<file path="config.mk">
export PLATFORM = sky130hd
export DESIGN_NAME = ifid_fetch_stage_flat
export DESIGN_NICKNAME = d
export VERILOG_FILES = /design/src/rtl/ifid_fetch_stage_if.sv /design/src/rtl/ifid_fetch_stage.sv /design/src/flat_wrapper.sv
export SDC_FILE = /design/constraint.sdc
export NUM_CORES = 1
export LEC_CHECK = 0
export CAP_MARGIN = 20
export CELL_PAD_IN_SITES_DETAIL_PLACEMENT = 1
export CELL_PAD_IN_SITES_GLOBAL_PLACEMENT = 1
export CORE_MARGIN = 2
export CORE_UTILIZATION = 43
export DETAILED_ROUTE_END_ITERATION = 10
export DONT_BUFFER_PORTS = 1
export GPL_ROUTABILITY_DRIVEN = 0
export GPL_TIMING_DRIVEN = 0
export PLACE_DENSITY_LB_ADDON = 0.1
export SETUP_SLACK_MARGIN = 0.4
export SYNTH_ARGS = -nofsm -noshare
export SYNTH_HDL_FRONTEND = slang
export SYNTH_SLANG_ARGS = --single-unit
</file>
<file path="constraint.sdc">
create_clock -name clk -period 2.7 [get_ports clk]
set_input_delay 0.81 -clock clk [delete_from_list [all_inputs] [get_ports clk]]
set_output_delay 0.81 -clock clk [all_outputs]
set_load 0.01 [all_outputs]
</file>
<file path="src/rtl/ifid_fetch_stage_if.sv">
// Fetch-stage bundle: hazard/redirect controls, instruction-memory port and IF/ID outputs.
// Optional perf counter outputs exist only when IFID_PERF_CNT_EN is defined.
interface ifid_fetch_stage_if;
   logic        stall_IF_ID;
   logic        flush_IF_ID;
   logic        Redirect_ID;
   logic [31:0] RedirectTarget_ID;
   logic [31:0] imem_addr;
   logic [31:0] imem_rdata;
   logic [31:0] PC_F;
   logic [31:0] Instr_D;
   logic [31:0] PCPlus4_D;
   logic        Valid_D;
`ifdef IFID_PERF_CNT_EN
   logic [31:0] fetch_count;
   logic [31:0] stall_count;
   logic [31:0] bubble_count;
`endif

   // fetch stage side: owns the PC and drives the instruction-memory address
   modport master (
      input  stall_IF_ID, flush_IF_ID, Redirect_ID, RedirectTarget_ID, imem_rdata,
      output imem_addr, PC_F, Instr_D, PCPlus4_D, Valid_D
`ifdef IFID_PERF_CNT_EN
      , output fetch_count, stall_count, bubble_count
`endif
   );

   // hazard unit / decode / memory side
   modport slave (
      output stall_IF_ID, flush_IF_ID, Redirect_ID, RedirectTarget_ID, imem_rdata,
      input  imem_addr, PC_F, Instr_D, PCPlus4_D, Valid_D
`ifdef IFID_PERF_CNT_EN
      , input fetch_count, stall_count, bubble_count
`endif
   );
endinterface

</file>
<file path="src/rtl/ifid_fetch_stage.sv">
// MIPS instruction-fetch stage with the IF/ID pipeline register.
// Define IFID_PERF_CNT_EN to add fetch/stall/bubble performance counters.
module ifid_fetch_stage #(
   parameter logic [31:0] RESET_PC  = 32'h0000_0000,
   parameter logic [31:0] NOP_INSTR = 32'h0000_0000
) (
   input logic                clk,
   input logic                reset,
   ifid_fetch_stage_if.master bus
);

   logic [31:0] pc_r;
   logic [31:0] pc_next_s;
   logic [31:0] pc_plus4_s;
   logic [31:0] redirect_pc_s;
   logic [31:0] instr_r;
   logic [31:0] pcplus4_r;
   logic        valid_r;
   logic        bubble_s;
   logic        load_s;
   logic [1:0]  target_unused_s;

   // Modular add: FFFF_FFFC + 4 wraps to 0 silently.
   assign pc_plus4_s      = pc_r + 32'd4;
   assign redirect_pc_s   = {bus.RedirectTarget_ID[31:2], 2'b00};
   assign target_unused_s = bus.RedirectTarget_ID[1:0];

   // Next-PC select: redirect beats stall so a stalled jump still steers fetch.
   always_comb begin
      pc_next_s = pc_plus4_s;
      if (bus.Redirect_ID) begin
         pc_next_s = redirect_pc_s;
      end else if (bus.stall_IF_ID) begin
         pc_next_s = pc_r;
      end else begin
         pc_next_s = pc_plus4_s;
      end
   end

   // IF/ID control: a bubble beats a stall, a stall blocks a normal load.
   always_comb begin
      bubble_s = 1'b0;
      load_s   = 1'b0;
      if (bus.Redirect_ID || bus.flush_IF_ID) begin
         bubble_s = 1'b1;
      end else if (bus.stall_IF_ID) begin
         load_s = 1'b0;
      end else begin
         load_s = 1'b1;
      end
   end

   // Program counter register.
   always_ff @(posedge clk) begin
      if (reset) begin
         pc_r <= RESET_PC;
      end else begin
         pc_r <= pc_next_s;
      end
   end

   // IF/ID pipeline register.
   always_ff @(posedge clk) begin
      if (reset) begin
         instr_r   <= 32'h0000_0000;
         pcplus4_r <= 32'h0000_0000;
         valid_r   <= 1'b0;
      end else if (bubble_s) begin
         instr_r   <= NOP_INSTR;
         pcplus4_r <= 32'h0000_0000;
         valid_r   <= 1'b0;
      end else if (load_s) begin
         instr_r   <= bus.imem_rdata;
         pcplus4_r <= pc_plus4_s;
         valid_r   <= 1'b1;
      end else begin
         instr_r   <= instr_r;
         pcplus4_r <= pcplus4_r;
         valid_r   <= valid_r;
      end
   end

   assign bus.imem_addr = pc_r;
   assign bus.PC_F      = pc_r;
   assign bus.Instr_D   = instr_r;
   assign bus.PCPlus4_D = pcplus4_r;
   assign bus.Valid_D   = valid_r;

`ifdef IFID_PERF_CNT_EN
   logic [31:0] fetch_cnt_r;
   logic [31:0] stall_cnt_r;
   logic [31:0] bubble_cnt_r;
   logic        stall_evt_s;

   assign stall_evt_s = bus.stall_IF_ID & ~bubble_s;

   // Event counters; each wraps at 2^32 and steps at most once per edge.
   always_ff @(posedge clk) begin
      if (reset) begin
         fetch_cnt_r  <= 32'h0000_0000;
         stall_cnt_r  <= 32'h0000_0000;
         bubble_cnt_r <= 32'h0000_0000;
      end else begin
         fetch_cnt_r  <= fetch_cnt_r  + {31'd0, load_s};
         stall_cnt_r  <= stall_cnt_r  + {31'd0, stall_evt_s};
         bubble_cnt_r <= bubble_cnt_r + {31'd0, bubble_s};
      end
   end

   assign bus.fetch_count  = fetch_cnt_r;
   assign bus.stall_count  = stall_cnt_r;
   assign bus.bubble_count = bubble_cnt_r;
`endif

endmodule

</file>
<file path="src/flat_wrapper.sv">
// flat-port wrapper written by rule: the top's interface ports become plain ports
module ifid_fetch_stage_flat 
#(
   parameter logic [31:0] RESET_PC  = 32'h0000_0000,
   parameter logic [31:0] NOP_INSTR = 32'h0000_0000
)
  (clk, reset, bus_stall_IF_ID, bus_flush_IF_ID, bus_Redirect_ID, bus_RedirectTarget_ID, bus_imem_rdata, bus_imem_addr, bus_PC_F, bus_Instr_D, bus_PCPlus4_D, bus_Valid_D);
  ifid_fetch_stage_if bus_i ();
  input logic clk;
  input logic reset;
  input wire logic [$bits(bus_i.stall_IF_ID)-1:0] bus_stall_IF_ID;
  input wire logic [$bits(bus_i.flush_IF_ID)-1:0] bus_flush_IF_ID;
  input wire logic [$bits(bus_i.Redirect_ID)-1:0] bus_Redirect_ID;
  input wire logic [$bits(bus_i.RedirectTarget_ID)-1:0] bus_RedirectTarget_ID;
  input wire logic [$bits(bus_i.imem_rdata)-1:0] bus_imem_rdata;
  output wire logic [$bits(bus_i.imem_addr)-1:0] bus_imem_addr;
  output wire logic [$bits(bus_i.PC_F)-1:0] bus_PC_F;
  output wire logic [$bits(bus_i.Instr_D)-1:0] bus_Instr_D;
  output wire logic [$bits(bus_i.PCPlus4_D)-1:0] bus_PCPlus4_D;
  output wire logic [$bits(bus_i.Valid_D)-1:0] bus_Valid_D;
  assign bus_i.stall_IF_ID = bus_stall_IF_ID;
  assign bus_i.flush_IF_ID = bus_flush_IF_ID;
  assign bus_i.Redirect_ID = bus_Redirect_ID;
  assign bus_i.RedirectTarget_ID = bus_RedirectTarget_ID;
  assign bus_i.imem_rdata = bus_imem_rdata;
  assign bus_imem_addr = bus_i.imem_addr;
  assign bus_PC_F = bus_i.PC_F;
  assign bus_Instr_D = bus_i.Instr_D;
  assign bus_PCPlus4_D = bus_i.PCPlus4_D;
  assign bus_Valid_D = bus_i.Valid_D;
  ifid_fetch_stage #(.RESET_PC(RESET_PC), .NOP_INSTR(NOP_INSTR)) u_core (.clk(clk), .reset(reset), .bus(bus_i));
endmodule
</file>
After elaboration in Yosys (flattened, before gate mapping)
Cells that the tools add are included.
{"block": "word_totals", "regBits": 97, "in_bits": 69, "output_inout_bits": 129, "elab_cells": 15}
{"block": "classes", "add_sub_neg": 1, "eq_ne": 1, "mux": 5, "reduce_logical": 3}
{"operator": "two-way mux 32 bit", "count": 2}
{"operator": "adder 32 x 3 -> 32 bit (second input constant)", "count": 1}
{"operator": "OR reduction 2 bit", "count": 2}
{"operator": "two-way mux 1 bit", "count": 3}
{"operator": "inequality test 2 x 1 -> 1 bit (second input constant)", "count": 1}
{"operator": "logical OR 1 bit", "count": 1}

Depth between registers and ports, before layout
{"block": "logic_depth", "ltp_word": 3, "mapped_depth": 7, "ltp_nobuf": 6}

Worst setup path before layout
OpenSTA, ideal clock, no wires.
{"block": "synth_timing", "path_type": "in2reg", "startpoint": "in bus_stall_IF_ID", "endpoint": "reg u_core.pc_r[25], in the netlist u_core.bus.PC_F[25]", "setup_time_ps": 79, "t_arrival_ps": 1994, "t_required_ps": 2621, "setup_slack_ps": 627, "cell_stages": 7, "n_path_buf": 2, "cell_sequence": "clkbuf_1 > inv_1 > buf_2 > nand4_4 > nor4_2 > xnor2_1 > a211oi_2"}
{"block": "synth_between", "elab_chain_cells": 1}
{"item": "start, declared", "line": "flat_wrapper.sv:11", "text": "input wire logic [$bits(bus_i.stall_IF_ID)-1:0] bus_stall_IF_ID;"}
{"item": "inequality test 2 x 1 -> 1 bit (no source line)"}
{"item": "end signal, assigned", "line": "ifid_fetch_stage.sv:58", "text": "pc_r <= pc_next_s;"}
{"item": "end, declared", "line": "ifid_fetch_stage.sv:12", "text": "logic [31:0] pc_r;"}
No other way between the ends.
A chain may end at the register's enable or synchronous reset.

Worst setup path in the final report
{"block": "layout_timing", "startpoint": "reg u_core.pc_r[15], in the netlist u_core.bus.PC_F[15]", "endpoint": "reg u_core.pc_r[30], in the netlist u_core.bus.PC_F[30]"}
{"block": "layout_between", "elab_chain_cells": 3}
{"item": "adder 32 x 3 -> 32 bit", "line": "ifid_fetch_stage.sv:24", "text": "assign pc_plus4_s = pc_r + 32'd4;"}
{"item": "two-way mux 32 bit", "line": "ifid_fetch_stage.sv:33", "text": "end else if (bus.stall_IF_ID) begin"}
{"item": "two-way mux 32 bit", "line": "ifid_fetch_stage.sv:31", "text": "if (bus.Redirect_ID) begin"}
No other way between the ends. The select of a mux whose other input is x is not followed.

==> impl_metrics.env <==
export IMPL_status="finished clean"
export IMPL_dpl_worst_slack_ps=189
export IMPL_antenna_found_initial=0
export IMPL_end_kind="register"
export IMPL_ys_ff_latch=93
export IMPL_drcViolationCount=0
export IMPL_ys_types=49
export IMPL_core_mm2=0.0108
export IMPL_maxSlewHeadroom_pct=50.3
export IMPL_clk_latency_ps=380
export IMPL_overflow=0
export IMPL_io_pin_count=198
export IMPL_timing_final_ws_setup_ps=477
export IMPL_first_pass_iters=4
export IMPL_hold_viol_final=0
export IMPL_num_vias=3845
export IMPL_place_hpwl_um=11000
export IMPL_hold_slack_ps=543
export IMPL_finalClockSkew_ps=5.72
export IMPL_tightest_slew_ps=739
export IMPL_ys_seq_area_share_pct=39.5
export IMPL_stdcell_count=664
export IMPL_fmax_mhz=450
export IMPL_crit_fanout=9
export IMPL_fillers=1263
export IMPL_wire_per_inst_um=21.5
export IMPL_syn_cell_area_mm2=0.00472
export IMPL_finalSetupViolations=0
export IMPL_final_period_utilization_pct=82.3
export IMPL_grt_pass1_vias=3881
export IMPL_areaGrowthSynthToFinish_pct=8.28
export IMPL_critPathKind="reg2reg"
export IMPL_yosys_area_top_type="dfxtp_1"
export IMPL_num_rows=38
export IMPL_yosysWarnings=0
export IMPL_synthArstFlopShare_pct=0
export IMPL_postSynthCellCount=503
export IMPL_worstPathArrival_ps=2550
export IMPL_ant_nets=0
export IMPL_track_usage_pct=23.8
export IMPL_die_area_mm2=0.0118
export IMPL_htreeDepth=3
export IMPL_via_per_inst=5.79
export IMPL_maxCapViolCount=0
export IMPL_numCtsBuffers=9
export IMPL_critPathRequiredTime_ps=3020
export IMPL_synth_commonest_cells="dfxtp_1, nor2_1, buf_4, o221a_2, a21oi_1"
export IMPL_nNetsFinal=590
export IMPL_grt_start_max_net_pins=17
export IMPL_cts_tree="yes"
export IMPL_finalSetupTns_ps=0
export IMPL_start_kind="register"
export IMPL_clkSinkCount=93
export IMPL_finalMaxSlewViolations=0
export IMPL_p_per_area_mw_per_mm2=534
export IMPL_clk_pin_slew_ps=100
export IMPL_cts_buffer_depth=2
export IMPL_port_buffers=0
export IMPL_die_w_um=109
export IMPL_hp_class="reg2reg"
export IMPL_die_y_um=109
export IMPL_yosysMostFrequentCell="dfxtp_1"
export IMPL_placed_cells=648
export IMPL_drt_iter0_markers=197
export IMPL_cts_root_buf="clkbuf_8"
export IMPL_start_util_pct=43.7
export IMPL_fin_util_pct=47.3
export IMPL_diodes=0
export IMPL_syn_area_per_cell_um2=9.38
export IMPL_yosys_top_cells_area="dfxtp_1, o221a_2, xnor2_1"
export IMPL_period_needed_ps=2220
export IMPL_power_leakage_nw=1.85
export IMPL_ctsHoldBuffers=0
export IMPL_wl_um=14300
export IMPL_grt_pass1_wl_um=21300
export IMPL_synth_edf_count=0
export IMPL_drive_gt1_share_pct=24.4
export IMPL_ir_worst_vdd_mv=0.246
export IMPL_synthFlopType="dfxtp_1"
export IMPL_rsz0062_at_grt="no"
export IMPL_synth_top_area_share_pct=39.5
## kinds of logic (layout without fill, tap and decap cells)
logic type | Yosys count | in the layout | synth area share [%]
compound gates | 120 | 120 | 18.9
xor+xnor | 53 | 53 | 9.84
fa+ha+maj | 1 | 1 | 0.265
buf+inv | 80 | 96 | 9.68
flops | 93 | 93 | 39.5
mux | 3 | 3 | 0.637
other cells | 1 | 6 | 0.0795
simple gates | 152 | 152 | 21.1
## stage by stage
stage	total power [mW]	instance area, um^2
after global placement	1.87	4910
after floorplan	1.79	4730
final	2.73	5110
after CTS	2.76	5090
after detailed placement	1.88	4910
after global routing	2.84	5110
## path summary, 6_finish.rpt
| path | start | to | slack, ps | depth (start not counted) |
|---|---|---|---|---|
| setup / recovery | u_core.bus.PC_F[15] | u_core.bus.PC_F[30] | 480 | 6 |
| hold / removal | u_core.bus.Valid_D | u_core.bus.Valid_D | 540 | 2 |
| setup reg to reg | u_core.bus.PC_F[15] | u_core.bus.PC_F[30] | 480 | 6 |
| hold reg to reg | u_core.bus.Valid_D | u_core.bus.Valid_D | 540 | 2 |
## cell type report
type | instances | area, um^2 | area share [%]
timing repair buffer | 1 | 7.51 | 0.147
multi-input combinational | 335 | 2430 | 47.6
clock inverter | 6 | 47.5 | 0.931
inverter | 3 | 11.3 | 0.221
buffer | 77 | 445 | 8.72
clock buffer | 9 | 124 | 2.43
tap | 140 | 175 | 3.43
sequential | 93 | 1860 | 36.5
## critical path, cell delays in order, from the launching register on
cell and delay, ps:
dfxtp_1 420, buf_2 290, nand4_4 220, or4_4 610, nor4_2 220, mux2i_1 240
o211a_1 160
## cell usage in the layout, fill, tap and decap left out, types with 8 or more instances in the layout
master	instances
a211oi_1	18
a21oi_1	33
buf_2	8
buf_4	38
clkbuf_1	27
clkbuf_8	9
dfxtp_1	92
nand2_1	24
nand3_1	14
nand4_1	11
nor2_1	42
nor3_1	15
o21ai_0	28
o221a_2	34
xnor2_1	32
xor2_1	21
## state kept, by name, indices dropped and copies added (netlist names)
register,count
u_core.bus.Valid_D,1
u_core.bus.PCPlus4_D,30
u_core.bus.Instr_D,32
u_core.bus.PC_F,30
## per-layer routing
| layer | wire, um | vias to the layer above | part of all wire [%] | global-route usage [%] |
|---|---|---|---|---|
| met1 | 5840 | 1846 | 41 | 28.6 |
| met2 | 6760 | 163 | 47 | 40.4 |
| li1 | - | 1815 | - | - |
| met5 | 0 | - | 0 | 0 |
| met4 | 329 | 0 | 2.3 | 9.34 |
| met3 | 1330 | 21 | 9.3 | 6.28 |
## power by group
group	internal [mW]	switching, mW
clock	0.336	0.544
combinational	0.129	0.181
sequential	1.43	0.111
## timing repair
action / in CTS / in global routing
resized for setup: 2 / 2
buffers inserted: 1 / 0
pin swaps: 1 / 0
endpoints found under the setup margin: 2 / 1
Note: power is estimated with default switching activity, not from simulation.
